File: src/rtl/conv_pkg.sv
// conv_pkg: window type and element indexing shared by the window producer and inner-product units
package conv_pkg;

    localparam int D_WIDTH_DEF = 8;
    localparam int K_DEF       = 5;

    // Packed KxK window; element i = r*K + c sits at bits [D_WIDTH*i +: D_WIDTH]
    typedef logic [D_WIDTH_DEF*K_DEF*K_DEF-1:0] window_t;

    // Flat element index of window row r, column c for a kernel of side k
    function automatic int idx(input int r, input int c, input int k);
        return r * k + c;
    endfunction

endpackage

File: src/rtl/conv_line_buffer.sv
// conv_line_buffer: K-1 chained row delay lines exposing the same-column pixel of each buffered row
module conv_line_buffer #(
    parameter int D_WIDTH   = 8,
    parameter int IMG_WIDTH = 28,
    parameter int K         = 5
) (
    input  logic                     clk,
    input  logic                     shift_en,
    input  logic [D_WIDTH-1:0]       in_data,
    output logic [D_WIDTH*(K-1)-1:0] taps
);

    localparam int DEPTH = (K - 1) * IMG_WIDTH;

    // Element 0 is the newest pixel; element n is the pixel accepted n shifts ago
    logic [D_WIDTH*DEPTH-1:0] sr_q, sr_d;

    // Advance the whole chain by one pixel per accepted input
    always_comb begin
        sr_d = shift_en ? {sr_q[D_WIDTH*(DEPTH-1)-1:0], in_data} : sr_q;
    end

    // Contents are don't-care after reset, so the delay lines carry no reset
    always_ff @(posedge clk) begin
        sr_q <= sr_d;
    end

    // Tap j feeds window row j: the pixel (K-1-j) rows above the incoming one
    for (genvar j = 0; j < K - 1; j++) begin : g_tap
        assign taps[D_WIDTH*j +: D_WIDTH] = sr_q[D_WIDTH*((K-1-j)*IMG_WIDTH-1) +: D_WIDTH];
    end

endmodule

File: src/rtl/conv_window_generator.sv
// conv_window_generator: turns a raster pixel stream into a stream of packed KxK windows
module conv_window_generator
    import conv_pkg::*;
#(
    parameter int D_WIDTH    = 8,
    parameter int IMG_WIDTH  = 28,
    parameter int IMG_HEIGHT = 28,
    parameter int K          = 5
) (
    input  logic                          clk,
    input  logic                          rst_n,
    input  logic                          in_valid,
    output logic                          in_ready,
    input  logic [D_WIDTH-1:0]            in_data,
    output logic                          out_valid,
    input  logic                          out_ready,
    output logic [D_WIDTH*K*K-1:0]        out_window,
    output logic [$clog2(IMG_HEIGHT)-1:0] out_row,
    output logic [$clog2(IMG_WIDTH)-1:0]  out_col,
    output logic                          out_last
);

    localparam int WW = D_WIDTH * K * K;
    localparam int RW = $clog2(IMG_HEIGHT);
    localparam int CW = $clog2(IMG_WIDTH);
    localparam logic [RW-1:0] ROW_MAX = RW'(IMG_HEIGHT - 1);
    localparam logic [RW-1:0] ROW_MIN = RW'(K - 1);
    localparam logic [CW-1:0] COL_MAX = CW'(IMG_WIDTH - 1);
    localparam logic [CW-1:0] COL_MIN = CW'(K - 1);

    logic [D_WIDTH*(K-1)-1:0] taps;
    logic                     accept, complete;
    logic [WW-1:0]            win_q, win_d, out_window_q, out_window_d;
    logic [RW-1:0]            row_q, row_d, out_row_q, out_row_d;
    logic [CW-1:0]            col_q, col_d, out_col_q, out_col_d;
    logic                     out_valid_q, out_valid_d, out_last_q, out_last_d;

    assign in_ready = !out_valid_q || out_ready;
    assign accept   = in_valid && in_ready;
    // Only pixels that close a full KxK neighbourhood inside one row publish a window
    assign complete = accept && row_q >= ROW_MIN && col_q >= COL_MIN;

    conv_line_buffer #(
        .D_WIDTH   (D_WIDTH),
        .IMG_WIDTH (IMG_WIDTH),
        .K         (K)
    ) u_line_buffer (
        .clk      (clk),
        .shift_en (accept),
        .in_data  (in_data),
        .taps     (taps)
    );

    // Shift the window one column left and insert the new right column from taps plus the fresh pixel
    always_comb begin
        win_d = win_q;
        if (accept) begin
            win_d = win_q >> D_WIDTH;
            for (int r = 0; r < K - 1; r++)
                win_d[D_WIDTH*idx(r, K-1, K) +: D_WIDTH] = taps[D_WIDTH*r +: D_WIDTH];
            win_d[D_WIDTH*idx(K-1, K-1, K) +: D_WIDTH] = in_data;
        end
    end

    // Raster position of the next pixel and the output register load/clear
    always_comb begin
        col_d        = !accept ? col_q : (col_q == COL_MAX) ? '0 : col_q + CW'(1);
        row_d        = (!accept || col_q != COL_MAX) ? row_q : (row_q == ROW_MAX) ? '0 : row_q + RW'(1);
        out_valid_d  = complete || (out_valid_q && !out_ready);
        out_window_d = complete ? win_d : out_window_q;
        out_row_d    = complete ? row_q - ROW_MIN : out_row_q;
        out_col_d    = complete ? col_q - COL_MIN : out_col_q;
        out_last_d   = complete ? (row_q == ROW_MAX && col_q == COL_MAX) : out_last_q;
    end

    // State registers; reset drops any partial frame so the next pixel is (0,0)
    always_ff @(posedge clk or negedge rst_n) begin
        if (!rst_n) begin
            win_q        <= '0;
            row_q        <= '0;
            col_q        <= '0;
            out_valid_q  <= 1'b0;
            out_window_q <= '0;
            out_row_q    <= '0;
            out_col_q    <= '0;
            out_last_q   <= 1'b0;
        end else begin
            win_q        <= win_d;
            row_q        <= row_d;
            col_q        <= col_d;
            out_valid_q  <= out_valid_d;
            out_window_q <= out_window_d;
            out_row_q    <= out_row_d;
            out_col_q    <= out_col_d;
            out_last_q   <= out_last_d;
        end
    end

    assign out_valid  = out_valid_q;
    assign out_window = out_window_q;
    assign out_row    = out_row_q;
    assign out_col    = out_col_q;
    assign out_last   = out_last_q;

endmodule

File: config.mk
export PLATFORM = sky130hd
export DESIGN_NAME = conv_window_generator
export DESIGN_NICKNAME = d
export VERILOG_FILES = /design/src/rtl/conv_pkg.sv /design/src/rtl/conv_line_buffer.sv /design/src/rtl/conv_window_generator.sv
export SDC_FILE = /design/constraint.sdc
export NUM_CORES = 1
export LEC_CHECK = 0
export ABC_AREA = 1
export CORE_ASPECT_RATIO = 0.8
export CORE_MARGIN = 5
export CORE_UTILIZATION = 36
export CTS_CLUSTER_DIAMETER = 50
export DETAILED_ROUTE_END_ITERATION = 16
export PLACE_DENSITY_LB_ADDON = 0.1
export SLEW_MARGIN = 20
export SYNTH_ARGS = -nofsm -noshare
export SYNTH_HDL_FRONTEND = slang
export SYNTH_SLANG_ARGS = --single-unit
File: constraint.sdc
create_clock -name clk -period 14.73 [get_ports clk]
set_input_delay 2.946 -clock clk [delete_from_list [all_inputs] [get_ports clk]]
set_output_delay 2.946 -clock clk [all_outputs]
set_load 0.03 [all_outputs]
==> reports/metrics.yaml, run 1 <==
crit_chain: "clkdlybuf4s50_1, inv_1, nand2_1, clkdlybuf4s50_1"
async_reset_ff_share_pct: 32.0
outcome: "finished, final reports clean"
synth_top_area_share_pct: 62.5
peakVddDrop_uv: 117
p_sw_share_pct: 30.2
layout_common_cells: "nand2_1, edfxtp_1, dfrtp_1"
drive_gt1_share_pct: 7.80
skew_ns: 0.0212
fmax_mhz: 138
critPathKind: "in2out"
die_area_sq_mm: 0.127
setup_tns_ns: 0
worst_slew_pin_slew_ns: 1.04
multi_input_area_sq_mm: 0.00509
clock_sinks: 1318
yosysTopAreaCell: "edfxtp_1"
rows: 113
p_leak_uw: 0.0210
p_per_area_mw_per_mm2: 215
critPathSlowestCell: "clkdlybuf4s50_1"
synth_seq_cells: 1318
hold_violations: 0
grt_pass1_wl_microns: 128000
post_dp_cell_area_sq_mm: 0.0470
synth_edf_count: 896
cts_hold_buffers: 0
root_buffer: "clkbuf_16"
cts_buffer_depth: 3
critPathLaunchType: "primary input"
post_cts_buffers: 0
syn_nets: 2747
max_slew_margin_pct: 30.8
path_delay_family: "buffers and inverters"
drc_errors: 0
cpMostUsedCell: "clkdlybuf4s50_1"
slew_violations: 0
cp_data_required_time_ns: 11.78
io_pins: 225
grt_pass1_vias: 21500
clkSlewWorstSetupHoldPaths_ns: 0.06
grt_setup_unrepaired: "false"
insertedDiodeCount: 0
cts_tree: "built"
slowest_delay_ns: 0.69
numCtsBuffers: 141
synth-seq-area-share_pct: 87.0
critPathMaxFanout: 3
critPathBufInv: 3
die_h_microns: 319
grt_max_degree: 234
num_vias: 21100
synth_area_leaders: "edfxtp_1, dfrtp_1, nand2_1"
h-tree-depth: 4
maxCapViolCount: 0
drt_iter0_drc: 1576
initial_core_util_pct: 36.3
min_path_type: "reg2reg"
antenna_found_initial: 5
vias_per_cell: 4.50
area.sequential_sq_mm: 0.0375
fin_crit_ns: 7.26
nets: 3046
critPathArrivalTime_ns: 4.32
dpl.hpwl_microns: 45400
final_common_cell: "nand2_1"
grt-ovfl-total: 0
clockPowerShare_pct: 31.5
final_antenna_net_count: 0
grt_usage_pct: 12.8
fin_crit_sh_pct: 49.3
power.total_uw: 11100
p_seq_share_pct: 49.3
synth_area_sq_mm: 0.0431
fin_util_pct: 43.5
insertion_delay_ns: 0.72
wl_microns: 81800
synthCells: 2723
drt_pass1_iterations: 7
port_buffers: 224
finalInstanceArea_sq_mm: 0.0517
cp-end-kind: "output pin"
fill_cells: 10600
ys_warn_count: 0
setup_viol: 0
die_x_microns: 397
post_cts_resized: 0
synth-main-ff-cell: "edfxtp_1"
syn_to_final_growth_pct: 20.0
p_switching_uw: 3360
yosysUniqueCellTypes: 19
p_comb_share_pct: 19.2
internal_power_uw: 7760
wl_per_cell_microns: 17.4
core_area_sq_mm: 0.119
place_congestion: 0.741
synth.avg_cell_area_sq_um: 15.8
## cells in the mapped netlist, types with 2 or more instances
cell / number
xor2_1: 5
clkbuf_1: 11
buf_2: 64
nand3_2: 2
o21ai_0: 9
nand3_1: 15
inv_1: 12
buf_4: 17
edfxtp_1: 896
dfrtp_1: 422
nor2_1: 6
inv_2: 3
nand2_1: 1244
ha_1: 12
## flip-flops by register name, indices dropped and copies added (netlist names)
register	cells
out_window	200
win_q	200
col_q	5
u_line_buffer.sr_q	896
out_col	5
out_valid	1
row_q	5
out_last	1
out_row	5
## kinds of logic after synthesis
family	synth area share, %
xor+xnor	0.102
compound gates	0.154
simple gates	11.1
buf+inv	1.27
fa+ha+maj	0.349
flops	87.0
## worst paths after layout
| path | cells after the start | slack (ns) | from | to |
|---|---|---|---|---|
| worst min register to register | 0 | 0.41 | u_line_buffer.sr_q[395] | u_line_buffer.sr_q[403] |
| worst min-delay path | 0 | 0.41 | u_line_buffer.sr_q[395] | u_line_buffer.sr_q[403] |
| worst max register to register | 8 | 10.68 | out_valid | out_window[139] |
| worst max-delay path | 4 | 7.47 | out_ready | in_ready |
| max in group asynchronous | 3 | 10.26 | rst_n | out_window[129] |
| min in group asynchronous | 1 | 2.20 | rst_n | out_window[27] |
## power by group through the flow
stage | combinational, uW | clock [uW] | sequential [uW]
global route | 2350 | 3790 | 5580
floorplan | 875 | 0 | 5970
CTS | 2190 | 3630 | 5500
finish | 2130 | 3500 | 5490
detailed placement | 2180 | 0 | 5550
global placement | 2150 | 0 | 5550
## per-layer routing
layer  share of wire (%)  global-route usage, %  vias up
li1                    -                      -     9829
met1                  51                   19.5    10800
met2                  43                   18.1      360
met3                 4.5                   3.17      160
met4                 2.4                   4.16        0
met5                   0                      0        -
## area by class of cell
class,count,area share [%]
clock buffers,196,7.84
clock inverters,65,1.17
repair buffers,248,4.81
well taps,1552,3.76
inverters,15,0.109
multi-input cells,1298,9.84
flip-flops and latches,1318,72.5
## per-stage QoR
stage	std cells	worst slack, ns	hold slack [ns]
6_report	4692	7.47	0.407
5_1_grt	4692	7.44	0.412
4_1_cts	4691	7.46	0.406
3_5_place_dp	4430	7.46	0.405
3_3_place_gp	4430	7.46	0.401
2_1_floorplan	2723	0.219	0.400
Power figures use the tool's default switching activity.
==> inputs of run 2 (changes only) <==
clock period = 6.6 ns   (was 14.73 ns; I/O delays follow)
==> run 2 against run 1 <==
Critical path depth stayed put. Sequential cell count unchanged. Sequential share of layout area grew 0.27 points. Register-to-register slack got worse by 7.0 ns. Final cell count hardly changed. Via count fell by 0.79%.
==> reports/metrics.yaml, run 2 (synthesized netlist as in run 1, its figures left out) <==
outcome: "finished, final reports clean"
critPathMaxFanout: 3
ff2ff_setup_slack_ns: 3.72
critPathLaunchType: "primary input"
root_buffer: "clkbuf_16"
maxCapViolCount: 0
p_leak_uw: 0.0209
fmax_mhz: 249
worstReg2RegStart: "out_valid"
min-delay-start: "u_line_buffer.sr_q[419]"
setup_viol: 0
cts_hold_buffers: 0
fill_cells: 10600
peakVddDrop_uv: 339
critPathBufInv: 3
drt_iter0_drc: 1621
cts_buffer_depth: 3
cpMostUsedCell: "clkdlybuf4s50_1"
die_h_microns: 319
fin_crit_sh_pct: 60.8
grt-ovfl-total: 0
crit_chain: "clkdlybuf4s50_1, inv_1, nand2_1, clkdlybuf4s50_1"
drt_pass1_iterations: 5
die_area_sq_mm: 0.127
vias_per_cell: 4.47
syn_to_final_growth_pct: 19.6
hold_slack_ns: 0.400
largest_reg_flops: 896
grt_pass1_wl_microns: 126000
post_cts_resized: 0
grt_usage_pct: 12.5
slowest_delay_ns: 0.70
hold_end: "u_line_buffer.sr_q[427]"
final_common_cell: "nand2_1"
die_x_microns: 397
critPathKind: "in2out"
drive_gt1_share_pct: 7.34
grt_pass1_vias: 21700
worst_slew_pin_slew_ns: 1.07
antenna_found_initial: 4
hold_depth: 0
reg2regPathDepth: 6
cp_data_required_time_ns: 5.28
insertion_delay_ns: 0.74
numCtsBuffers: 139
hold_violations: 0
wl_microns: 79900
instances_no_fill: 4688
fin_crit_ns: 4.01
drc_errors: 0
num_vias: 20900
p_per_area_mw_per_mm2: 474
initial_core_util_pct: 36.3
setup_tns_ns: 0
wl_per_cell_microns: 17.0
cp-end-kind: "output pin"
h-tree-depth: 4
dpl.hpwl_microns: 43300
post_cts_buffers: 0
grt_setup_unrepaired: "false"
port_buffers: 224
place_congestion: 0.733
slew_violations: 0
critPathArrivalTime_ns: 2.69
nets: 3044
min_path_type: "reg2reg"
critPathSlowestCell: "clkdlybuf4s50_1"
path_delay_family: "buffers and inverters"
clkSlewWorstSetupHoldPaths_ns: 0.06
cts_tree: "built"
core_area_sq_mm: 0.119
layout_common_cells: "nand2_1, edfxtp_1, dfrtp_1"
fin_util_pct: 43.4
clock_sinks: 1318
regMostFlops: "u_line_buffer.sr_q"
io_pins: 225
power.total_uw: 24400
final_antenna_net_count: 0
rows: 113
skew_ns: 0.0277
max_slew_margin_pct: 28.4
r2r_end: "out_window[115]"
grt_max_degree: 213
placed_cells: 4431
-- run 2: cell types whose count changed in the layout (fill, tap and decap cells not counted), moves of 3 or more --
cell,previous run,this run
clkbuf_8,15,4
clkbuf_1,32,42
buf_12,2,11
buf_4,17,13
buf_6,4,0
inv_6,5,9
bufinv_16,8,5
clkinv_4,2,5
clkinv_8,4,1
clkinvlp_4,9,6
-- run 2: worst max-delay path by stage --
stage                         start              end  slack [ns]  cells after the start
after detailed placement   in_valid  out_window[115]        2.17                      8
after global routing      out_ready         in_ready        2.54                      4
after floorplan           out_ready         col_q[0]        0.21                      5
after global placement     in_valid  out_window[115]        2.12                      8
after CTS                 out_ready         in_ready        2.58                      4
final                     out_ready         in_ready        2.59                      4
-- run 2: worst reg2reg max path, stage by stage (launching register included) --
cell,delay [ns]
dfrtp_1,0.42
a21oi_4,0.80
nand2_1,0.22
nor2_4,0.15
buf_12,0.73
nand2_1,0.38
nand2_1,0.12
-- run 2: metrics by stage --
| stage | worst slack [ns] | cell area (sq um) |
|---|---|---|
| after floorplan | 0.209 | 43100 |
| after global placement | 2.12 | 47100 |
| after detailed placement | 2.17 | 47100 |
| after CTS | 2.58 | 51500 |
| after global routing | 2.54 | 51500 |
| final | 2.59 | 51500 |
-- run 2: power breakdown --
part           switching [uW]  internal (uW)
logic                    3240           1550
clock network            3130           4340
registers                1020          11200
total                    7390          17000
-- run 2: layout make-up --
cell class                 instances  area [sq um]  share of cell area (%)
antenna                            1          2.50                 0.00486
clock buffer                     193          3890                    7.55
clock inverter                    63           499                   0.969
inverter                          15          56.3                   0.109
multi-input combinational       1298          5090                    9.88
sequential                      1318         37500                    72.7
tap                             1552          1940                    3.77
timing repair buffer             248          2560                    4.98
-- run 2: metal layers --
metal  vias to the layer above  part of all wire (%)  global-route usage (%)
met5                         -                     0                       0
met4                         0                   2.7                    5.18
met1                     10600                    50                    18.5
met2                       337                    43                    18.0
li1                       9827                     -                       -
met3                       129                   4.0                    2.88
==> inputs of run 3 (changes only) <==
clock period = 3.6 ns   (was 6.6 ns; I/O delays follow)
==> run 3 against run 2 <==
Combinational power increased by 90%. Die area unchanged. Clock skew decreased by 0.011 ns. First-iteration DRC count decreased by 9.1%. Cell area increased by 1.3%. Clock power increased by 90%. Sequential share of layout area decreased by 0.97 points. Routed wire length increased by 2.4%. Sequential cell count unchanged. Critical path type unchanged. Largest power group unchanged.
==> reports/metrics.yaml, run 3 (synthesized netlist as in run 1, its figures left out) <==
outcome: "finished, final reports clean"
insertedDiodeCount: 0
fin_crit_sh_pct: 81.6
post_cts_resized: 0
crit_start: "out_ready"
grt_setup_unrepaired: "false"
antenna_found_initial: 2
post_cts_buffers: 0
critPathSlowestCell: "clkdlybuf4s50_1"
critPathMaxFanout: 3
min_path_type: "in2async"
final_antenna_net_count: 0
cts_buffer_depth: 3
die_area_sq_mm: 0.127
peakVddDrop_uv: 436
wl_microns: 81900
drc_errors: 0
p_per_area_mw_per_mm2: 874
setup_viol: 0
layout_common_cells: "nand2_1, edfxtp_1, dfrtp_1"
p_seq_share_pct: 48.9
fin_crit_ns: 2.94
maxCapViolCount: 0
clkSlewWorstSetupHoldPaths_ns: 0.05
critPathKind: "in2out"
slowest_delay_ns: 0.70
p_switching_uw: 13700
root_buffer: "clkbuf_16"
die_x_microns: 397
numCtsBuffers: 139
core_area_sq_mm: 0.119
clockPowerShare_pct: 31.2
cts_hold_buffers: 0
drt_pass1_iterations: 5
skew_ns: 0.0171
post_dp_cell_area_sq_mm: 0.0476
slew_violations: 0
p_comb_share_pct: 19.9
regMostFlops: "u_line_buffer.sr_q"
drive_gt1_share_pct: 8.80
critPathLaunchType: "primary input"
worst_slew_pin_slew_ns: 0.847
largest_reg_flops: 896
max_slew_margin_pct: 43.5
num_vias: 21100
wl_per_cell_microns: 17.3
vias_per_cell: 4.48
cp_data_required_time_ns: 2.88
dpl.hpwl_microns: 47900
grt_usage_pct: 13.0
finalInstanceArea_sq_mm: 0.0522
fin_util_pct: 44.0
p_leak_uw: 0.0213
drt_iter0_drc: 1474
grt-ovfl-total: 0
nets: 3077
die_h_microns: 319
initial_core_util_pct: 36.3
port_buffers: 224
clock_sinks: 1318
critPathArrivalTime_ns: 2.22
grt_pass1_vias: 21900
h-tree-depth: 4
insertion_delay_ns: 0.72
hold_violations: 0
p_sw_share_pct: 30.0
place_congestion: 0.743
cp-end-kind: "output pin"
rows: 113
grt_pass1_wl_microns: 129000
final_common_cell: "nand2_1"
cpMostUsedCell: "clkdlybuf4s50_1"
fill_cells: 10600
crit_chain: "clkdlybuf4s50_1, inv_12, nand2_1, clkdlybuf4s50_1"
grt_max_degree: 103
fmax_mhz: 340
internal_power_uw: 32000
cts_tree: "built"
syn_to_final_growth_pct: 21.2
worstReg2RegStart: "col_q[3]"
io_pins: 225
## run 3: through the flow
step	power [uW]	std cells	setup WS [ns]	TNS [ns]	hold slack (ns)
floorplan	27400	2723	-0.0665	-59.67	0.400
global placement	31800	4464	0.616	0	0.400
detailed placement	31900	4464	0.584	0	0.405
CTS	46500	4722	0.656	0	0.0317
global route	48100	4722	0.612	0	0.0813
finish	45600	4722	0.662	0	0.0683
## run 3: metal layers
metal  up-vias  routed length, microns  global-route usage [%]
met5         -                       0                       0
met4         0                    1950                    4.70
met3       143                    4150                    3.33
met2       381                   35700                    18.9
met1     10700                   40100                    18.9
li1       9890                       -                       -
## run 3: power groups by stage
stage,clock network [uW],registers [uW],logic [uW]
finish,14200,22300,9080
global route,15400,22700,10000
CTS,14700,22400,9330
detailed placement,0,22600,9290
global placement,0,22600,9190
floorplan,0,23800,3590
## run 3: layout make-up
| cell class | count | area (sq um) | share of cell area [%] |
|---|---|---|---|
| clock buffers | 188 | 3930 | 7.53 |
| clock inverters | 70 | 683 | 1.31 |
| inverters | 15 | 68.8 | 0.132 |
| multi-input cells | 1298 | 5090 | 9.75 |
| flip-flops and latches | 1318 | 37500 | 71.8 |
| well taps | 1552 | 1940 | 3.72 |
| repair buffers | 281 | 3030 | 5.80 |
## run 3: path summary, 6_finish.rpt
check / end / slack [ns] / cells past startpoint
setup reg to reg: out_window[195] / 1.49 / 9
min in group clk: u_line_buffer.sr_q[510] / 0.41 / 0
hold / removal: out_window[30] / 0.07 / 1
hold reg to reg: u_line_buffer.sr_q[510] / 0.41 / 0
max in group asynchronous: win_q[92] / 2.43 / 2
setup / recovery: in_ready / 0.66 / 4
## run 3: worst max-delay path, delay by kind of cell
kind	cells	cell delay [ns]
buffers and inverters	3	1.36
and+or+nand+nor	1	0.14
